[config.mk]
export PLATFORM = sky130hd
export DESIGN_NAME = program_loader
export DESIGN_NICKNAME = d
export VERILOG_FILES = /design/src/rtl/program_loader_pkg.sv /design/src/rtl/loader_checksum_acc.sv /design/src/rtl/program_loader.sv
export SDC_FILE = /design/constraint.sdc
export NUM_CORES = 1
export LEC_CHECK = 0
export CELL_PAD_IN_SITES_DETAIL_PLACEMENT = 2
export CELL_PAD_IN_SITES_GLOBAL_PLACEMENT = 2
export CORE_ASPECT_RATIO = 2
export CORE_MARGIN = 4
export CORE_UTILIZATION = 41
export DETAILED_ROUTE_END_ITERATION = 10
export DONT_BUFFER_PORTS = 1
export GPL_TIMING_DRIVEN = 0
export PLACE_DENSITY_LB_ADDON = 0.1
export REMOVE_ABC_BUFFERS = 1
export SLEW_MARGIN = 40
export SYNTH_ARGS = -nofsm -noshare
export SYNTH_HDL_FRONTEND = slang
export SYNTH_SLANG_ARGS = --single-unit
[constraint.sdc]
create_clock -name clk -period 3.2 [get_ports clk]
set_input_delay 0.48 -clock clk [delete_from_list [all_inputs] [get_ports clk]]
set_output_delay 0.48 -clock clk [all_outputs]
set_load 0.03 [all_outputs]
[src/rtl/program_loader_pkg.sv]
// Shared definitions for the program loader: size defaults, frame marker,
// FSM state encoding and the program-memory write payload.
package program_loader_pkg;

  localparam int unsigned DEF_ADDR_W    = 11;
  localparam int unsigned DEF_DATA_W    = 14;
  localparam logic [7:0]  DEF_SYNC_BYTE = 8'hA5;
  localparam int unsigned MAX_WORDS     = 2048;
  localparam int unsigned STATE_W       = 4;

  typedef enum logic [STATE_W-1:0] {
    IDLE  = 4'd0,
    CNT_H = 4'd1,
    CNT_L = 4'd2,
    W_HI  = 4'd3,
    W_LO  = 4'd4,
    WRITE = 4'd5,
    CHK   = 4'd6,
    DONE  = 4'd7,
    ERR   = 4'd8
  } state_t;

  // One program-memory write at the default geometry.
  typedef struct packed {
    logic [DEF_ADDR_W-1:0] addr;
    logic [DEF_DATA_W-1:0] data;
  } prog_wr_t;

endpackage

[src/rtl/loader_checksum_acc.sv]
// 8-bit clearable running sum of frame bytes.
// Ports:
//   clk, reset   - clock, async active-low reset
//   clr          - zero the sum (takes priority over add)
//   add          - add data into the sum this cycle
//   data         - byte being accumulated
//   sum_zero_c   - combinational: (sum + data) mod 256 == 0, i.e. the frame
//                  checksums to zero if data is the final byte
module loader_checksum_acc (
  input  logic       clk,
  input  logic       reset,
  input  logic       clr,
  input  logic       add,
  input  logic [7:0] data,
  output logic       sum_zero_c
);

  logic [7:0] sum_q;
  logic [7:0] sum_next;

  assign sum_next   = sum_q + data;
  assign sum_zero_c = (sum_next == 8'd0);

  // Running sum register
  always_ff @(posedge clk or negedge reset) begin
    if (!reset) begin
      sum_q <= 8'd0;
    end else if (clr) begin
      sum_q <= 8'd0;
    end else if (add) begin
      sum_q <= sum_next;
    end
  end

endmodule

[src/rtl/program_loader.sv]
// Byte-stream bootloader: parses a framed program image from an 8-bit
// valid/ready stream, writes 14-bit words sequentially into program memory
// from address 0 and holds the CPU in reset until a frame verifies.
// Ports:
//   clk, reset            - clock, async active-low reset
//   in_data/in_valid      - stream byte and its valid
//   in_ready              - byte accepted when in_valid && in_ready
//   prog_we/addr/data     - single-cycle program memory write
//   cpu_hold              - 1 keeps the CPU in reset
//   done / error          - last frame verified / rejected
module program_loader
  import program_loader_pkg::*;
#(
  parameter int unsigned ADDR_W    = DEF_ADDR_W,
  parameter int unsigned DATA_W    = DEF_DATA_W,
  parameter logic [7:0]  SYNC_BYTE = DEF_SYNC_BYTE
) (
  input  logic              clk,
  input  logic              reset,
  input  logic [7:0]        in_data,
  input  logic              in_valid,
  output logic              in_ready,
  output logic              prog_we,
  output logic [ADDR_W-1:0] prog_addr,
  output logic [DATA_W-1:0] prog_data,
  output logic              cpu_hold,
  output logic              done,
  output logic              error
);

  // Counter is one bit wider than the address so N == 2**ADDR_W fits.
  localparam int unsigned CNT_W = ADDR_W + 1;
  localparam int unsigned HI_W  = DATA_W - 8;

  state_t            state_q;
  state_t            state_d;
  logic              xfer_c;
  logic              acc_clr;
  logic              acc_add;
  logic              sum_zero_c;
  logic [3:0]        cnt_hi_q;
  logic [CNT_W-1:0]  word_n_q;
  logic [CNT_W-1:0]  word_cnt_q;
  logic [CNT_W-1:0]  n_c;

  assign xfer_c = in_valid && in_ready;
  assign n_c    = CNT_W'({cnt_hi_q, in_data});

  loader_checksum_acc u_acc (
    .clk        (clk),
    .reset      (reset),
    .clr        (acc_clr),
    .add        (acc_add),
    .data       (in_data),
    .sum_zero_c (sum_zero_c)
  );

  // State register
  always_ff @(posedge clk or negedge reset) begin
    if (!reset) begin
      state_q <= IDLE;
    end else begin
      state_q <= state_d;
    end
  end

  // Next-state and accumulator control
  always_comb begin
    state_d = state_q;
    acc_clr = 1'b0;
    acc_add = 1'b0;
    unique case (state_q)
      IDLE, DONE, ERR: begin
        if (xfer_c && (in_data == SYNC_BYTE)) begin
          state_d = CNT_H;
          acc_clr = 1'b1;
        end
      end
      CNT_H: begin
        if (xfer_c) begin
          acc_add = 1'b1;
          state_d = (in_data[7:4] != 4'd0) ? ERR : CNT_L;
        end
      end
      CNT_L: begin
        if (xfer_c) begin
          acc_add = 1'b1;
          if ((n_c == '0) || (n_c > CNT_W'(MAX_WORDS))) begin
            state_d = ERR;
          end else begin
            state_d = W_HI;
          end
        end
      end
      W_HI: begin
        if (xfer_c) begin
          acc_add = 1'b1;
          state_d = (in_data[7:6] != 2'd0) ? ERR : W_LO;
        end
      end
      W_LO: begin
        if (xfer_c) begin
          acc_add = 1'b1;
          state_d = WRITE;
        end
      end
      WRITE: begin
        state_d = ((word_cnt_q + CNT_W'(1)) == word_n_q) ? CHK : W_HI;
      end
      CHK: begin
        if (xfer_c) begin
          acc_add = 1'b1;
          state_d = sum_zero_c ? DONE : ERR;
        end
      end
      default: state_d = IDLE;
    endcase
  end

  // Registered outputs (decoded from next state) and datapath
  always_ff @(posedge clk or negedge reset) begin
    if (!reset) begin
      in_ready   <= 1'b1;
      prog_we    <= 1'b0;
      prog_addr  <= '0;
      prog_data  <= '0;
      cpu_hold   <= 1'b1;
      done       <= 1'b0;
      error      <= 1'b0;
      cnt_hi_q   <= 4'd0;
      word_n_q   <= '0;
      word_cnt_q <= '0;
    end else begin
      in_ready <= (state_d != WRITE);
      prog_we  <= (state_d == WRITE);
      cpu_hold <= (state_d != DONE);
      done     <= (state_d == DONE);
      error    <= (state_d == ERR);

      if (acc_clr) begin
        word_cnt_q <= '0;
        prog_addr  <= '0;
      end

      if (xfer_c) begin
        unique case (state_q)
          CNT_H:   cnt_hi_q <= in_data[3:0];
          CNT_L:   word_n_q <= n_c;
          W_HI:    prog_data[DATA_W-1:8] <= in_data[HI_W-1:0];
          W_LO:    prog_data[7:0] <= in_data;
          default: ;
        endcase
      end

      // Address wraps naturally at 2**ADDR_W after a full-size image.
      if (state_q == WRITE) begin
        prog_addr  <= prog_addr + ADDR_W'(1);
        word_cnt_q <= word_cnt_q + CNT_W'(1);
      end
    end
  end

endmodule

==> qor.csv, run 1 <==
metric,value,unit
std_cell_rows,50,
maxCapViolCount,0,
place_congestion,0.811,
synth_area,3940,um^2
finalNetCount,417,
end_kind,register,
avgSynthCellArea,9.91,um^2
detailed_place_hpwl,8630,um
synthMuxAreaShare,8.85,%
n_fill_cell,987,
htree_num_levels,3,
grt_antenna_before_repair,0,
die_area,11300,um^2
cp_max_fo,3,
fin_crit_sh,93.7,%
rr_worst_depth,9,
via_per_inst,6.32,
post_cts_buffers,0,
cts_buffers,9,
dieWidth,77.4,um
synthCells,398,
wl_per_cell,24.1,um
cp.required,3.47,ns
detail-route-antenna-nets,0,
syn_to_final_growth,10.8,%
cts_root_buf,clkbuf_16,
synth_adder_area_share,3.36,%
synth_simple_gate_area_share,20.4,%
core-area,9380,um^2
setup_ws,0.201,ns
synthXorXnorAreaFrac,3.33,%
start_util,42.0,%
post-place-ws,-0.0283,ns
antenna_cells,0,
wl,12200,um
crit_chain,ha_1 > fa_1 > a211oi_2 > o21ba_2 > o221ai_1 > a2111oi_4 > o31ai_1 > a21oi_1 > o211a_1,
slew_headroom,54.9,%
layout_min_cycle_time,3.00,ns
power_density,757,nW/um^2
leakage,0.00193,uW
fin_skew,0.00582,ns
synth_top_family_by_area,simple AND/OR/NAND/NOR gates,
yosys_warnings,0,
cp_num_buf_inv,0,
crit_type,register to register,
cts_num_sinks,70,
critical_path.top_delay_family,compound AO/OA/AOI/OAI gates,
cpPeakStageDelay,0.48,ns
grt_pass1_vias,3526,
finalPower,3310,uW
die_y,147,um
tritoncts,done,
grt_pass1_wl,20000,um
async_reset_ff_share,100,%
crit_slowest_cell,a2111oi_4,
arrival,3.27,ns
drt_iter0_markers,111,
grt_use_total,22.8,%
hold_path.class,primary input to async pin,
setup_viol,0,
seq_area_frac_synth,44.5,%
fmax,333,MHz
boundaryPins,41,
status,completed,
synth_compound_gate_area_share,16.4,%
worstMarginPinSlew,0.672,ns
critPathLaunchType,register,
yosysUniqueCellTypes,67,
drive_gt1_share,20.0,%
via_count,3193,
clk_pin_slew,0.07,ns
finalHoldViolCount,0,
cp.depth,9,
drc,0,
ys_ff_latch,70,
cts_buffer_depth,2,
port_buffers,0,
grt_start_max_net_pins,71,
maxSlewViolCount,0,
grt-ovfl-total,0,
synth-edff-count,0,
rsz0062_at_grt,false,
clk_latency,0.34,ns
tns,0,ns
dr.pass1.iters,4,
synth-main-ff-cell,dfrtp_1,
ir_worst_vdd,0.463,mV
sequential cells by signal, summed over array words and instances (netlist names):
register / flops
cpu_hold: 1
prog_data: 14
in_ready: 1
word_cnt_q: 12
prog_we: 1
word_n_q: 12
u_acc.sum_q: 8
state_q: 4
prog_addr: 11
done: 1
error: 1
cnt_hi_q: 4
synthesized netlist by cell type, types with 2 or more instances:
cell / number / area share [%]
nand4_1: 7 / 1.1
nor2_1: 25 / 2.4
nor4_2: 2 / 0.63
and2_1: 3 / 0.48
nand3b_1: 2 / 0.38
nor3_1: 6 / 0.76
nor3b_1: 2 / 0.38
dfstp_2: 2 / 1.3
a211oi_1: 2 / 0.38
o21ai_0: 34 / 4.3
a2111oi_2: 2 / 0.76
nand2b_1: 4 / 0.63
dfrtp_1: 68 / 43
and3_2: 2 / 0.38
or3b_2: 3 / 0.67
o21bai_1: 2 / 0.38
buf_4: 4 / 0.76
o21ba_2: 2 / 0.51
nor4bb_1: 2 / 0.51
a21oi_1: 18 / 2.3
mux2_2: 31 / 8.9
nand3_1: 25 / 3.2
xor2_1: 9 / 2.0
and3_1: 5 / 0.79
nand2_1: 41 / 3.9
o221ai_1: 2 / 0.44
o31ai_1: 10 / 1.9
or3_1: 3 / 0.48
nor4_1: 3 / 0.48
xnor2_1: 6 / 1.3
o211a_1: 2 / 0.51
a31oi_1: 3 / 0.48
clkbuf_1: 9 / 0.86
a31o_2: 2 / 0.44
o22ai_1: 3 / 0.48
ha_1: 9 / 2.9
o211ai_1: 4 / 0.76
inv_1: 10 / 0.95
cell type report:
| type | instances | area [um^2] | share of cell area, % |
|---|---|---|---|
| Multi-Input combinational cell | 302 | 2120 | 48.4 |
| Sequential cell | 70 | 1750 | 40.1 |
| Tap cell | 104 | 130 | 2.98 |
| Clock buffer | 9 | 225 | 5.15 |
| Clock inverter | 7 | 68.8 | 1.58 |
| Timing Repair Buffer | 3 | 37.5 | 0.859 |
| Inverter | 10 | 37.5 | 0.859 |
per-stage QoR:
step / utilization, % / hold slack, ns / std cells / area (um^2)
global placement: 42.5 / 0.187 / 486 / 3990
floorplan: - / 0.184 / 382 / 3850
detailed placement: 42.9 / 0.186 / 488 / 4020
finish: 46.6 / 0.00401 / 505 / 4370
global route: 46.6 / 0.0418 / 505 / 4370
CTS: 46.3 / 0.0384 / 505 / 4340
repair_timing:
action | in CTS | in global routing
hold buffers | 1 | 0
resized for setup | 0 | 4
hold endpoints to repair | 70 | 0
endpoints found under the setup margin | 0 | 6
layout by cell type, fill, tap and decap left out, types with 3 or more instances in the layout:
master | netlist | layout
dfrtp_1 | 68 | 68
nor3_1 | 6 | 5
o22ai_1 | 3 | 3
inv_6 | 0 | 3
inv_8 | 0 | 3
nand4_1 | 7 | 7
o211ai_1 | 4 | 4
a31oi_1 | 3 | 3
ha_1 | 9 | 9
and2_1 | 3 | 3
o21ai_0 | 34 | 34
nand2_1 | 41 | 41
a21oi_1 | 18 | 18
o31ai_1 | 10 | 10
mux2_2 | 31 | 31
clkbuf_16 | 0 | 9
nand3_1 | 25 | 25
and3_1 | 5 | 5
or3b_2 | 3 | 3
xor2_1 | 9 | 9
nor4_1 | 3 | 3
nand2b_1 | 4 | 4
inv_1 | 10 | 10
nor2_1 | 25 | 25
xnor2_1 | 6 | 6
metal layers:
| metal | vias up | track usage (%) | wire length, um |
|---|---|---|---|
| li1 | 1467 | - | - |
| met1 | 1655 | 23.2 | 4360 |
| met2 | 51 | 44.5 | 7170 |
| met3 | 20 | 4.05 | 350 |
| met4 | 0 | 8.82 | 311 |
| met5 | - | 0 | 0 |
final timing paths:
path                       slack [ns]      startpoint        endpoint
max                              0.20  u_acc.sum_q[0]            done
min                             0.004           reset   word_cnt_q[2]
max reg2reg                      0.20  u_acc.sum_q[0]            done
min reg2reg                      0.52  word_cnt_q[11]  word_cnt_q[11]
max in group asynchronous        2.82           reset        cpu_hold
min in group clk                 0.29      in_data[3]    prog_data[3]
where the power goes:
part	internal (uW)	switching, uW	leakage, uW
registers	1080	312	0.000918
logic	412	488	0.000860
clock network	551	459	0.000147
total	2050	1260	0.00193
logic make-up after synthesis:
| logic type | after synthesis |
|---|---|
| adders and majority gates | 10 |
| buffers and inverters | 26 |
| DFF | 70 |
| AOI/OAI and AO/OA | 98 |
| muxes | 31 |
| xor gates and xnor gates | 15 |
| and+or+nand+nor | 148 |
worst register-to-register path, stage by stage, from the launching register on:
cell,delay (ns)
dfrtp_1,0.39
ha_1,0.23
fa_1,0.45
a211oi_2,0.30
o21ba_2,0.22
o221ai_1,0.27
a2111oi_4,0.48
o31ai_1,0.12
a21oi_1,0.27
o211a_1,0.20
No activity file was read; power rests on OpenSTA's default activity.
==> run 2, diff against run 1 <==
Settings changed: CTS_CLUSTER_DIAMETER set to 60, TNS_END_PERCENT set to 50.
==> results of run 2 <==
The final DEF is identical to that of run 1; final timing and power are the same.
==> run 3, diff against run 2 <==
Settings changed: ABC_CLOCK_PERIOD_IN_PS set to 3200, RECOVER_POWER set to 100.
==> qor.csv, run 3 (synthesized netlist as in run 1, its figures left out) <==
metric,value,unit
r2r_slack,0.18,ns
fmax,331,MHz
dp_cells,488,
slew_headroom,-22.1,%
die_area,11300,um^2
rr_worst_depth,9,
grt_start_max_net_pins,71,
dr.pass1.iters,4,
via_count,3192,
finalPower,3300,uW
clk_pin_slew,0.07,ns
die_y,147,um
dieWidth,77.4,um
core-area,9380,um^2
port_buffers,0,
whs,0.286,ns
arrival,3.30,ns
violations,"max-capacitance violations, max-slew violations",
syn_to_final_growth,9.96,%
worstMarginPinSlew,1.83,ns
grt_antenna_before_repair,0,
cts_buffers,9,
std_cell_rows,50,
tritoncts,done,
critPathLaunchType,register,
finalHoldViolCount,0,
swShare,38.1,%
hold_depth,1,
wl,12200,um
fin_crit_sh,94.4,%
hold_path.class,primary input to register,
grt_pass1_vias,3526,
grt-ovfl-total,0,
via_per_inst,6.32,
grt_use_total,22.8,%
largest_reg_flops,14,
holdPathEnd,prog_data[3],
maxCapViolCount,1,
cts_num_sinks,70,
antenna_cells,0,
start_util,42.0,%
instances_no_fill,505,
ir_worst_vdd,0.463,mV
n_fill_cell,990,
maxSlewViolCount,71,
regMostFlops,prog_data,
final_common_cell,dfrtp_1,
seq_power_share,42.2,%
drc,0,
finalNetCount,417,
layout_min_cycle_time,3.02,ns
combPwrFrac,27.0,%
hp-start,in_data[3],
detail-route-antenna-nets,0,
reg_top3,"prog_data: 14 flops, word_cnt_q: 12 flops, word_n_q: 12 flops",
boundaryPins,41,
cts_root_buf,clkbuf_16,
p_switching,1260,uW
wl_per_cell,24.1,um
timing.rr.end,done,
crit_type,register to register,
htree_num_levels,3,
cts_buffer_depth,2,
cp_max_fo,3,
grt_pass1_wl,20000,um
reg2reg_from,u_acc.sum_q[0],
cp.required,3.48,ns
drive_gt1_share,18.2,%
internal_power,2040,uW
power_frac_clock,30.8,%
end_kind,register,
rsz0062_at_grt,false,
drt_iter0_markers,116,
status,"complete, but fails checks",
power_density,760,nW/um^2
fin_skew,0.00565,ns
place_congestion,0.811,
leakage,0.00192,uW
most-common-layout-cells,"dfrtp_1 (68), nand2_1 (41), o21ai_0 (34), mux2_2 (28)",
detailed_place_hpwl,8630,um
clk_latency,0.34,ns
setup_viol,0,
## run 3: changes by cell type in the layout (fill, tap and decap cells not counted), sizes merged
cell	before	now
clkbuf	9	10
buf	3	2
## run 3: worst max-delay path: stages (launching register included)
cell	delay (ns)
dfrtp_1	0.39
ha_1	0.23
fa_1	0.45
a211oi_2	0.30
o21ba_1	0.22
o221ai_1	0.29
a2111oi_4	0.49
o31ai_1	0.12
a21oi_1	0.27
o211a_1	0.20
## run 3: through the flow
step	area [um^2]	TNS (ns)	utilization [%]	setup slack, ns
finish	4340	0	46.2	0.179
global route	4340	0	46.2	0.0319
CTS	4340	0	46.3	0.000786
detailed placement	4020	-0.0493	42.9	-0.0283
global placement	3990	-0.00270	42.5	-0.00270
floorplan	3850	0	-	0.506
## run 3: cell type report
cell class,count,area (um^2),area share (%)
inverter,10,37.5,0.866
sequential,70,1750,40.5
tap,104,130,3.00
timing repair buffer,3,15.0,0.346
clock inverter,7,68.8,1.59
clock buffer,9,225,5.19
multi-input combinational,302,2110,48.6
## run 3: worst max-delay path by stage
stage / slack (ns) / depth (start not counted) / to / startpoint
finish: 0.18 / 9 / done / u_acc.sum_q[0]
global route: 0.03 / 9 / done / u_acc.sum_q[0]
CTS: 0.0008 / 9 / done / u_acc.sum_q[0]
detailed placement: -0.03 / 9 / done / in_data[0]
global placement: -0.003 / 9 / done / in_data[0]
floorplan: 0.51 / 9 / state_q[2] / in_data[0]
## run 3: metal layers
metal  global-route usage [%]  vias to the layer above  wire length (um)
li1                         -                     1468                 -
met1                     23.2                     1643              4350
met2                     44.5                       60              7160
met3                     4.05                       21               363
met4                     8.82                        0               314
met5                        0                        -                 0
## run 3: power by group through the flow
stage	logic (uW)	registers, uW	clock network [uW]
finish	890	1390	1010
global route	984	1420	1080
CTS	878	1400	1030
floorplan	650	1340	0
detailed placement	842	1410	0
global placement	781	1390	0
## run 3: what timing repair did
| item | 4_1_cts | 5_1_grt |
|---|---|---|
| hold endpoints to repair | 70 | 0 |
| resized for setup | 0 | 4 |
| setup buffers | 0 | 0 |
| setup endpoints to repair | 0 | 6 |
| hold buffers | 1 | 0 |
